<file path="config.mk">
export PLATFORM = sky130hd
export DESIGN_NAME = sram_like_mem_arbiter
export DESIGN_NICKNAME = d
export VERILOG_FILES = /design/src/rtl/sram_like_mem_arbiter.sv
export SDC_FILE = /design/constraint.sdc
export NUM_CORES = 1
export LEC_CHECK = 0
export ABC_AREA = 1
export CAP_MARGIN = 10
export CORE_AREA = 2 2 111 113
export CTS_CLUSTER_DIAMETER = 120
export CTS_CLUSTER_SIZE = 8
export DETAILED_ROUTE_END_ITERATION = 6
export DIE_AREA = 0 0 113 115
export PLACE_DENSITY = 0.56
export SETUP_SLACK_MARGIN = 0.1
export SLEW_MARGIN = 25
export SYNTH_ARGS = -nofsm -noshare
export SYNTH_HDL_FRONTEND = slang
export SYNTH_SLANG_ARGS = --single-unit
</file>
<file path="constraint.sdc">
create_clock -name clk -period 5.16 [get_ports clk]
set_input_delay 0.516 -clock clk [delete_from_list [all_inputs] [get_ports clk]]
set_output_delay 0.516 -clock clk [all_outputs]
set_load 0.02 [all_outputs]
</file>
<file path="src/rtl/sram_like_mem_arbiter.sv">
// -----------------------------------------------------------------------------
// sram_like_mem_arbiter
//
// Purpose:
//   Shares one downstream SRAM-like memory port between the instruction-fetch
//   port (read-only) and the exe/mem data port. Data has fixed priority; a
//   starvation guard forces a waiting fetch ahead after FAIR_LIMIT consecutive
//   data grants. Accepted requests are remembered in an owner FIFO so that the
//   in-order downstream responses can be routed back to the port that issued
//   them.
//
// Parameters:
//   OUTSTANDING  max accepted-but-unanswered requests (power of two, 2..8)
//   FAIR_LIMIT   data grants in a row while inst_req waits before inst wins (1..15)
//
// Ports:
//   clk, reset                       clock; synchronous active-high reset
//   inst_req/size/addr               fetch request in (held until inst_addr_ok)
//   inst_addr_ok/data_ok/rdata       fetch handshake and response out
//   data_req/wr/size/addr/wstrb/wdata data request in (held until data_addr_ok)
//   data_addr_ok/data_ok/rdata       data handshake and response out
//   mem_req/wr/size/addr/wstrb/wdata downstream request out (combinational)
//   mem_addr_ok/data_ok/rdata        downstream handshake and response in
// -----------------------------------------------------------------------------
module sram_like_mem_arbiter #(
    parameter int OUTSTANDING = 2,
    parameter int FAIR_LIMIT  = 4
) (
    input  logic        clk,
    input  logic        reset,

    input  logic        inst_req,
    input  logic [1:0]  inst_size,
    input  logic [31:0] inst_addr,
    output logic        inst_addr_ok,
    output logic        inst_data_ok,
    output logic [31:0] inst_rdata,

    input  logic        data_req,
    input  logic        data_wr,
    input  logic [1:0]  data_size,
    input  logic [31:0] data_addr,
    input  logic [3:0]  data_wstrb,
    input  logic [31:0] data_wdata,
    output logic        data_addr_ok,
    output logic        data_data_ok,
    output logic [31:0] data_rdata,

    output logic        mem_req,
    output logic        mem_wr,
    output logic [1:0]  mem_size,
    output logic [31:0] mem_addr,
    output logic [3:0]  mem_wstrb,
    output logic [31:0] mem_wdata,
    input  logic        mem_addr_ok,
    input  logic        mem_data_ok,
    input  logic [31:0] mem_rdata
);

    localparam int PTR_W = $clog2(OUTSTANDING);
    localparam int CNT_W = PTR_W + 1;

    typedef enum logic [1:0] {
        IDLE   = 2'd0,
        LOCK_I = 2'd1,
        LOCK_D = 2'd2
    } state_t;

    state_t           state;
    state_t           state_next;

    logic             sel_inst;   // 1 = fetch port owns the grant this cycle
    logic             sel_req;    // the selected port is requesting
    logic             accept;
    logic             pop;
    logic             head_inst;
    logic             fifo_full;
    logic             fifo_empty;

    logic             owner_q [OUTSTANDING];  // 1 = entry belongs to fetch
    logic [PTR_W-1:0] wr_ptr;
    logic [PTR_W-1:0] rd_ptr;
    logic [CNT_W-1:0] count;
    logic [3:0]       starve_cnt;

    assign fifo_full  = (count == CNT_W'(OUTSTANDING));
    assign fifo_empty = (count == '0);

    // Grant selection. Once a request has been presented downstream the
    // grant is locked to it until accepted, so the downstream port never
    // sees a request withdrawn or swapped.
    // NOTE: every always_comb output gets a default first so no path can
    // leave it unassigned and infer a latch.
    always_comb begin
        sel_inst = 1'b0;
        sel_req  = 1'b0;
        case (state)
            LOCK_I: begin
                sel_inst = 1'b1;
                sel_req  = inst_req;
            end
            LOCK_D: begin
                sel_inst = 1'b0;
                sel_req  = data_req;
            end
            default: begin
                if (inst_req && (!data_req || starve_cnt == 4'(FAIR_LIMIT))) begin
                    sel_inst = 1'b1;
                    sel_req  = 1'b1;
                end else begin
                    sel_inst = 1'b0;
                    sel_req  = data_req;
                end
            end
        endcase
    end

    // A full FIFO blocks new requests even if a response pops this cycle;
    // this keeps mem_req independent of mem_data_ok.
    assign mem_req   = sel_req && !fifo_full && !reset;
    assign mem_wr    = sel_inst ? 1'b0  : data_wr;
    assign mem_size  = sel_inst ? inst_size : data_size;
    assign mem_addr  = sel_inst ? inst_addr : data_addr;
    assign mem_wstrb = sel_inst ? 4'b0  : data_wstrb;
    assign mem_wdata = sel_inst ? 32'b0 : data_wdata;

    assign accept       = mem_req && mem_addr_ok;
    assign inst_addr_ok = accept && sel_inst;
    assign data_addr_ok = accept && !sel_inst;

    // Responses with nothing outstanding are a downstream protocol error and
    // are dropped rather than corrupting the pointers.
    assign pop          = mem_data_ok && !fifo_empty && !reset;
    assign head_inst    = owner_q[rd_ptr];
    assign inst_data_ok = pop && head_inst;
    assign data_data_ok = pop && !head_inst;
    assign inst_rdata   = mem_rdata;
    assign data_rdata   = mem_rdata;

    always_comb begin
        state_next = state;
        if (accept) begin
            state_next = IDLE;
        end else if (mem_req) begin
            state_next = sel_inst ? LOCK_I : LOCK_D;
        end
    end

    // NOTE: sequential state uses non-blocking assignments so every register
    // samples pre-edge values regardless of statement order.
    always_ff @(posedge clk) begin
        if (reset) begin
            state      <= IDLE;
            wr_ptr     <= '0;
            rd_ptr     <= '0;
            count      <= '0;
            starve_cnt <= '0;
        end else begin
            state <= state_next;

            if (accept) wr_ptr <= wr_ptr + PTR_W'(1);
            if (pop)    rd_ptr <= rd_ptr + PTR_W'(1);

            case ({accept, pop})
                2'b10:   count <= count + CNT_W'(1);
                2'b01:   count <= count - CNT_W'(1);
                default: count <= count;
            endcase

            if (!inst_req) begin
                starve_cnt <= '0;
            end else if (accept && sel_inst) begin
                starve_cnt <= '0;
            end else if (accept && starve_cnt != 4'(FAIR_LIMIT)) begin
                starve_cnt <= starve_cnt + 4'd1;
            end
        end
    end

    // NOTE: the owner storage has no reset; entries are only read between a
    // push and its pop, and the pointers/count are what reset clears.
    always_ff @(posedge clk) begin
        if (accept) begin
            owner_q[wr_ptr] <= sel_inst;
        end
    end

endmodule

</file>
=== After elaboration in Yosys (flattened, before gate mapping) ===
Memories as Yosys holds them, arrays and structs flattened. A register that Yosys moved wholly into a read port is not among the register bits.
Index checks and enable logic that the tools add are counted.

* Input bits: 143
* Word-level logic and storage cells: 56
* Memory bits (writable): 2
* Memories kept: 1
* Flip-flop bits (word level): 10
* Output and inout port bits: 140

{| class="wikitable"
|+ Memory list
! memory !! depth !! width !! read ports !! clocked after Yosys merged registers in !! wr ports !! RTL line !! RTL
|-
| owner_q || 2 || 1 || 1 || 1 || 1 || 80 || <nowiki>logic owner_q [OUTSTANDING];</nowiki>
|}

* Equality and inequality tests: 7
* Mux-type cells: 15
* Add/sub/neg operators: 5
* Bitwise operators: 1
* Reductions and logical operators: 22

{| class="wikitable"
|+ Operator list
! operator !! count
|-
| 2-to-1 mux 32 bit || 2
|-
| logical AND 1 bit || 11
|-
| 2-to-1 mux 1 bit || 7
|-
| equality test 2 bit (second input constant) || 3
|-
| zero test 1 bit || 6
|-
| adder 4 x 1 -> 4 bit (second input constant) || 1
|-
| equality test 2 x 1 -> 1 bit (second input constant) || 2
|-
| equality test 4 x 3 -> 1 bit (second input constant) || 1
|-
| 2-to-1 mux 2 bit || 2
|-
| 2-to-1 mux 4 bit || 1
|-
| inequality test 4 x 3 -> 1 bit (second input constant) || 1
|-
| case mux 1 bit (2 select lines) || 2
|-
| case mux 2 bit (2 select lines) || 1
|-
| OR reduction 3 bit || 1
|-
| adder 1 bit (second input constant) || 2
|-
| adder 2 x 1 -> 2 bit (second input constant) || 1
|-
| zero test 2 bit || 1
|-
| nonzero test 2 bit || 1
|-
| OR reduction 2 bit || 1
|-
| subtractor 2 x 1 -> 2 bit (second input constant) || 1
|-
| logical OR 1 bit || 1
|-
| NOT 1 bit || 1
|}

=== Logic depth before layout (Yosys ltp) ===
* Depth after elaboration: 10
* Gate-level depth with buffers: 13
* Depth with buffers taken out: 13

=== Worst setup path after synthesis ===
No wires, ideal clock.

* Path kind: register to output
* Start point: reg state[0]
* End point: out mem_wdata[10]
* Cell stages (with the launch flop): 10
* Required time: 4.644 ns
* Arrival: 1.614 ns
* Setup slack: 3.030 ns
* Cells stage by stage: dfxtp_1 > inv_1 > ha_1 > o21ai_1 > inv_1 > nand2_2 > nand2_4 > buf_6 > buf_4 > nor2_1

* Longest elaborated chain between the ends: 3
* Elaborated cells between the ends (all ways): 4
* Classes of those cells: eq/ne (2); mux (2)

{| class="wikitable"
|+ RTL lines
! item !! RTL line !! RTL
|-
| from (decl) || 69 || <nowiki>state_t state;</nowiki>
|-
| from (signal assigned) || 159 || <nowiki>state <= state_next;</nowiki>
|-
| equality test 2 bit or equality test 2 x 1 -> 1 bit (tied branches) || 97 || <nowiki>case (state)</nowiki>
|-
| case mux 1 bit (2 select lines) * || 97 ||
|-
| named net sel_inst || 72 || <nowiki>logic sel_inst;</nowiki>
|-
| 2-to-1 mux 32 bit * || 125 || <nowiki>assign mem_wdata = sel_inst ? 32'b0 : data_wdata;</nowiki>
|-
| to (decl) || 54 || <nowiki>output logic [31:0] mem_wdata,</nowiki>
|}

The timed path passes the listed nets; every way through them passes the cells marked *.

=== Final worst setup path ===
* Start point: reg state[0]
* End point: out mem_addr[0]

* Longest elaborated chain between the ends: 3
* Elaborated cells between the ends (all ways): 4
* Classes of those cells: eq/ne (2); mux (2)

{| class="wikitable"
|+ RTL lines
! item !! RTL line !! RTL
|-
| equality test 2 bit or equality test 2 x 1 -> 1 bit (tied branches) || 97 ||
|-
| case mux 1 bit (2 select lines) * || 97 ||
|-
| 2-to-1 mux 32 bit * || 123 || <nowiki>assign mem_addr = sel_inst ? inst_addr : data_addr;</nowiki>
|-
| to (decl) || 52 || <nowiki>output logic [31:0] mem_addr,</nowiki>
|}

Mark *: on every way between the ends. The rest lies on a longest branch, timed or not.

==> impl_metrics.env <==
export IMPL_setup_worst_path_start_class="register"
export IMPL_endpoint_kind="output port"
export IMPL_relSlewSlack_pct=46.4
export IMPL_syn_area_sq_um=1990
export IMPL_yosysWarningCount=0
export IMPL_fin_crit_ns=3.80
export IMPL_finalHoldWorstSlack_ns=0.464
export IMPL_cts_inserted_buffers=3
export IMPL_status="complete, but fails checks"
export IMPL_hold_buffers=0
export IMPL_p_per_area_nw_per_um2=182
export IMPL_start_util_pct=16.9
export IMPL_fin_crit_sh_pct=73.6
export IMPL_worstReg2RegEnd="starve_cnt[2]"
export IMPL_post_cts_buffers=0
export IMPL_worst_pin_slew_ns=0.804
export IMPL_final_common_cell="clkdlybuf4s50_1"
export IMPL_dieArea_sq_um=13000
export IMPL_grt_usage_pct=11.1
export IMPL_clockBufferDepth=2
export IMPL_drtAntennaViolNets=0
export IMPL_fin_worst_skew_ns=0.00548
export IMPL_mostFrequentLayoutCells="clkdlybuf4s50_1, nand2_1, inv_1"
export IMPL_hold_violations=0
export IMPL_gp_congestion=0.797
export IMPL_rsz0062_at_grt="false"
export IMPL_crit_fanout=77
export IMPL_min_to="wr_ptr"
export IMPL_cp_arrival_ns=3.28
export IMPL_setup_viol=0
export IMPL_rows=40
export IMPL_hp_class="register to register"
export IMPL_setup_tns_ns=0
export IMPL_grt_max_degree=78
export IMPL_cap_viol_max_count=0
export IMPL_worstReg2RegStart="state[0]"
export IMPL_firstDrtPassIters=7
export IMPL_dpl_hpwl_um=6900
export IMPL_min_path_cells=2
export IMPL_cts_resized=0
export IMPL_fin_util_pct=30.1
export IMPL_cts_root_buffer="clkbuf_16"
export IMPL_diodes=0
export IMPL_cts_sinks=13
export IMPL_die_x_um=113
export IMPL_routedWlPerCell_um=13.5
export IMPL_finalNetCount=623
export IMPL_reg2reg_slack_ns=3.08
export IMPL_violations="DRC"
export IMPL_cp_required_ns=4.64
export IMPL_peakVddDrop_v=0.000193
export IMPL_die_h_um=115
export IMPL_wl_um=8370
export IMPL_h_tree_depth=1
export IMPL_drcViolationCount=19
export IMPL_tritoncts="done"
export IMPL_syn_inst=359
export IMPL_num_vias=2386
export IMPL_clk_latency_ns=0.24
export IMPL_ios=283
export IMPL_yosysSeqAreaShare_pct=14.1
export IMPL_fmax_mhz=263
export IMPL_drive_above_1_share_pct=3.59
export IMPL_syn_area_per_cell_sq_um=5.55
export IMPL_critical_path_class="register to output port"
export IMPL_grt_pass1_vias=2250
export IMPL_r2r_cells=9
export IMPL_portBuffers=186
export IMPL_maxSlewViolCount=0
export IMPL_area_delta_synth_final_pct=78.5
export IMPL_synth_cell_type_count=22
export IMPL_p_leak_nw=1.66
export IMPL_totalPowerFinal_w=0.000649
export IMPL_grt_overflow=0
export IMPL_worstHoldStart="wr_ptr"
export IMPL_vias_per_cell=3.84
export IMPL_coreArea_sq_um=11800
export IMPL_grt_first_pass_wirelength_um=11700
export IMPL_syn_num_nets=507
export IMPL_clkSlewWorstSetupHoldPaths_ns=0.04
export IMPL_antenna_found_initial=0
export IMPL_synth_seq_cells=13
export IMPL_initialDrtViolationCount=126
-- flip-flops by register name, summed over array words and instances (netlist names), named ones only --
register    flops
count           2
rd_ptr          1
starve_cnt      4
owner_q         2
wr_ptr          1
state           2
-- per-layer routing --
metal,track usage (%),up-vias,share of wire (%)
met5,0,-,0
met4,1.87,0,0.85
met3,6.91,8,16
met2,18.2,163,46
met1,12.6,998,37
li1,-,1217,-
-- per-stage QoR --
step / instance area, sq um / worst slack (ns) / instances
floorplan: 1990 / 3.03 / 359
global placement: 3480 / 1.38 / 617
detailed placement: 3480 / 1.32 / 617
CTS: 3550 / 1.23 / 621
global route: 3550 / 1.03 / 621
finish: 3550 / 1.36 / 621
-- synth_stat cells --
library cell | n | area (sq um)
a21oi_1 | 8 | 40.0
a21oi_4 | 1 | 16.3
buf_2 | 5 | 25.0
buf_4 | 67 | 503
buf_6 | 3 | 33.8
dfxtp_1 | 11 | 220
edfxtp_1 | 2 | 60.1
ha_1 | 5 | 62.6
inv_1 | 54 | 203
inv_2 | 5 | 18.8
nand2_1 | 123 | 462
nand2_2 | 5 | 31.3
nand2_4 | 1 | 11.3
nand3_1 | 1 | 5.00
nand4_1 | 6 | 37.5
nor2_1 | 50 | 188
nor2_2 | 1 | 6.26
nor2_4 | 1 | 11.3
nor3_1 | 1 | 5.00
o21ai_0 | 5 | 25.0
o21ai_1 | 2 | 10.0
xor2_1 | 2 | 17.5
-- cell families (layout without fill, tap and decap cells) --
| group | after synthesis | after routing | share of synthesized area [%] |
|---|---|---|---|
| buffers and inverters | 134 | 249 | 39.3 |
| XOR/XNOR | 2 | 2 | 0.880 |
| adder cells (fa/ha/maj) | 5 | 5 | 3.14 |
| AO/OA/AOI/OAI | 16 | 16 | 4.59 |
| flip-flops | 13 | 13 | 14.1 |
| AND/OR/NAND/NOR | 189 | 189 | 38.0 |
-- cell type report --
cell class,count,area [sq um]
repair buffers,186,1860
multi-input cells,212,928
well taps,147,184
clock buffers,4,78.8
flip-flops and latches,13,280
inverters,59,221
fillers,1282,8260
-- worst max path at each step --
stage                         from             to  slack, ns  cells after the start
final                     state[0]    mem_addr[0]       1.36                     10
after global routing      state[0]    mem_size[0]       1.03                     10
after CTS                 state[0]    mem_size[0]       1.23                     10
after detailed placement  inst_req    mem_size[0]       1.32                      9
after global placement    inst_req    mem_size[0]       1.38                      9
after floorplan           state[0]  mem_wdata[10]       3.03                      9
-- worst max-delay path, cell delays in order (launching register included) --
cell	delay, ns
dfxtp_1	0.35
inv_1	0.06
ha_1	0.33
o21ai_1	0.21
inv_1	0.08
nand2_2	0.09
nand2_4	0.41
inv_2	0.65
nand2_1	0.12
nand2_1	0.10
clkdlybuf4s50_1	0.61
-- report_power, final --
part	leakage (nW)	switching, W	internal (W)
Combinational	1.52	0.000190	0.000200
Clock	0.0382	0.0000406	0.000104
Sequential	0.108	0.00000467	0.000110
Power figures use the tool's default switching activity.
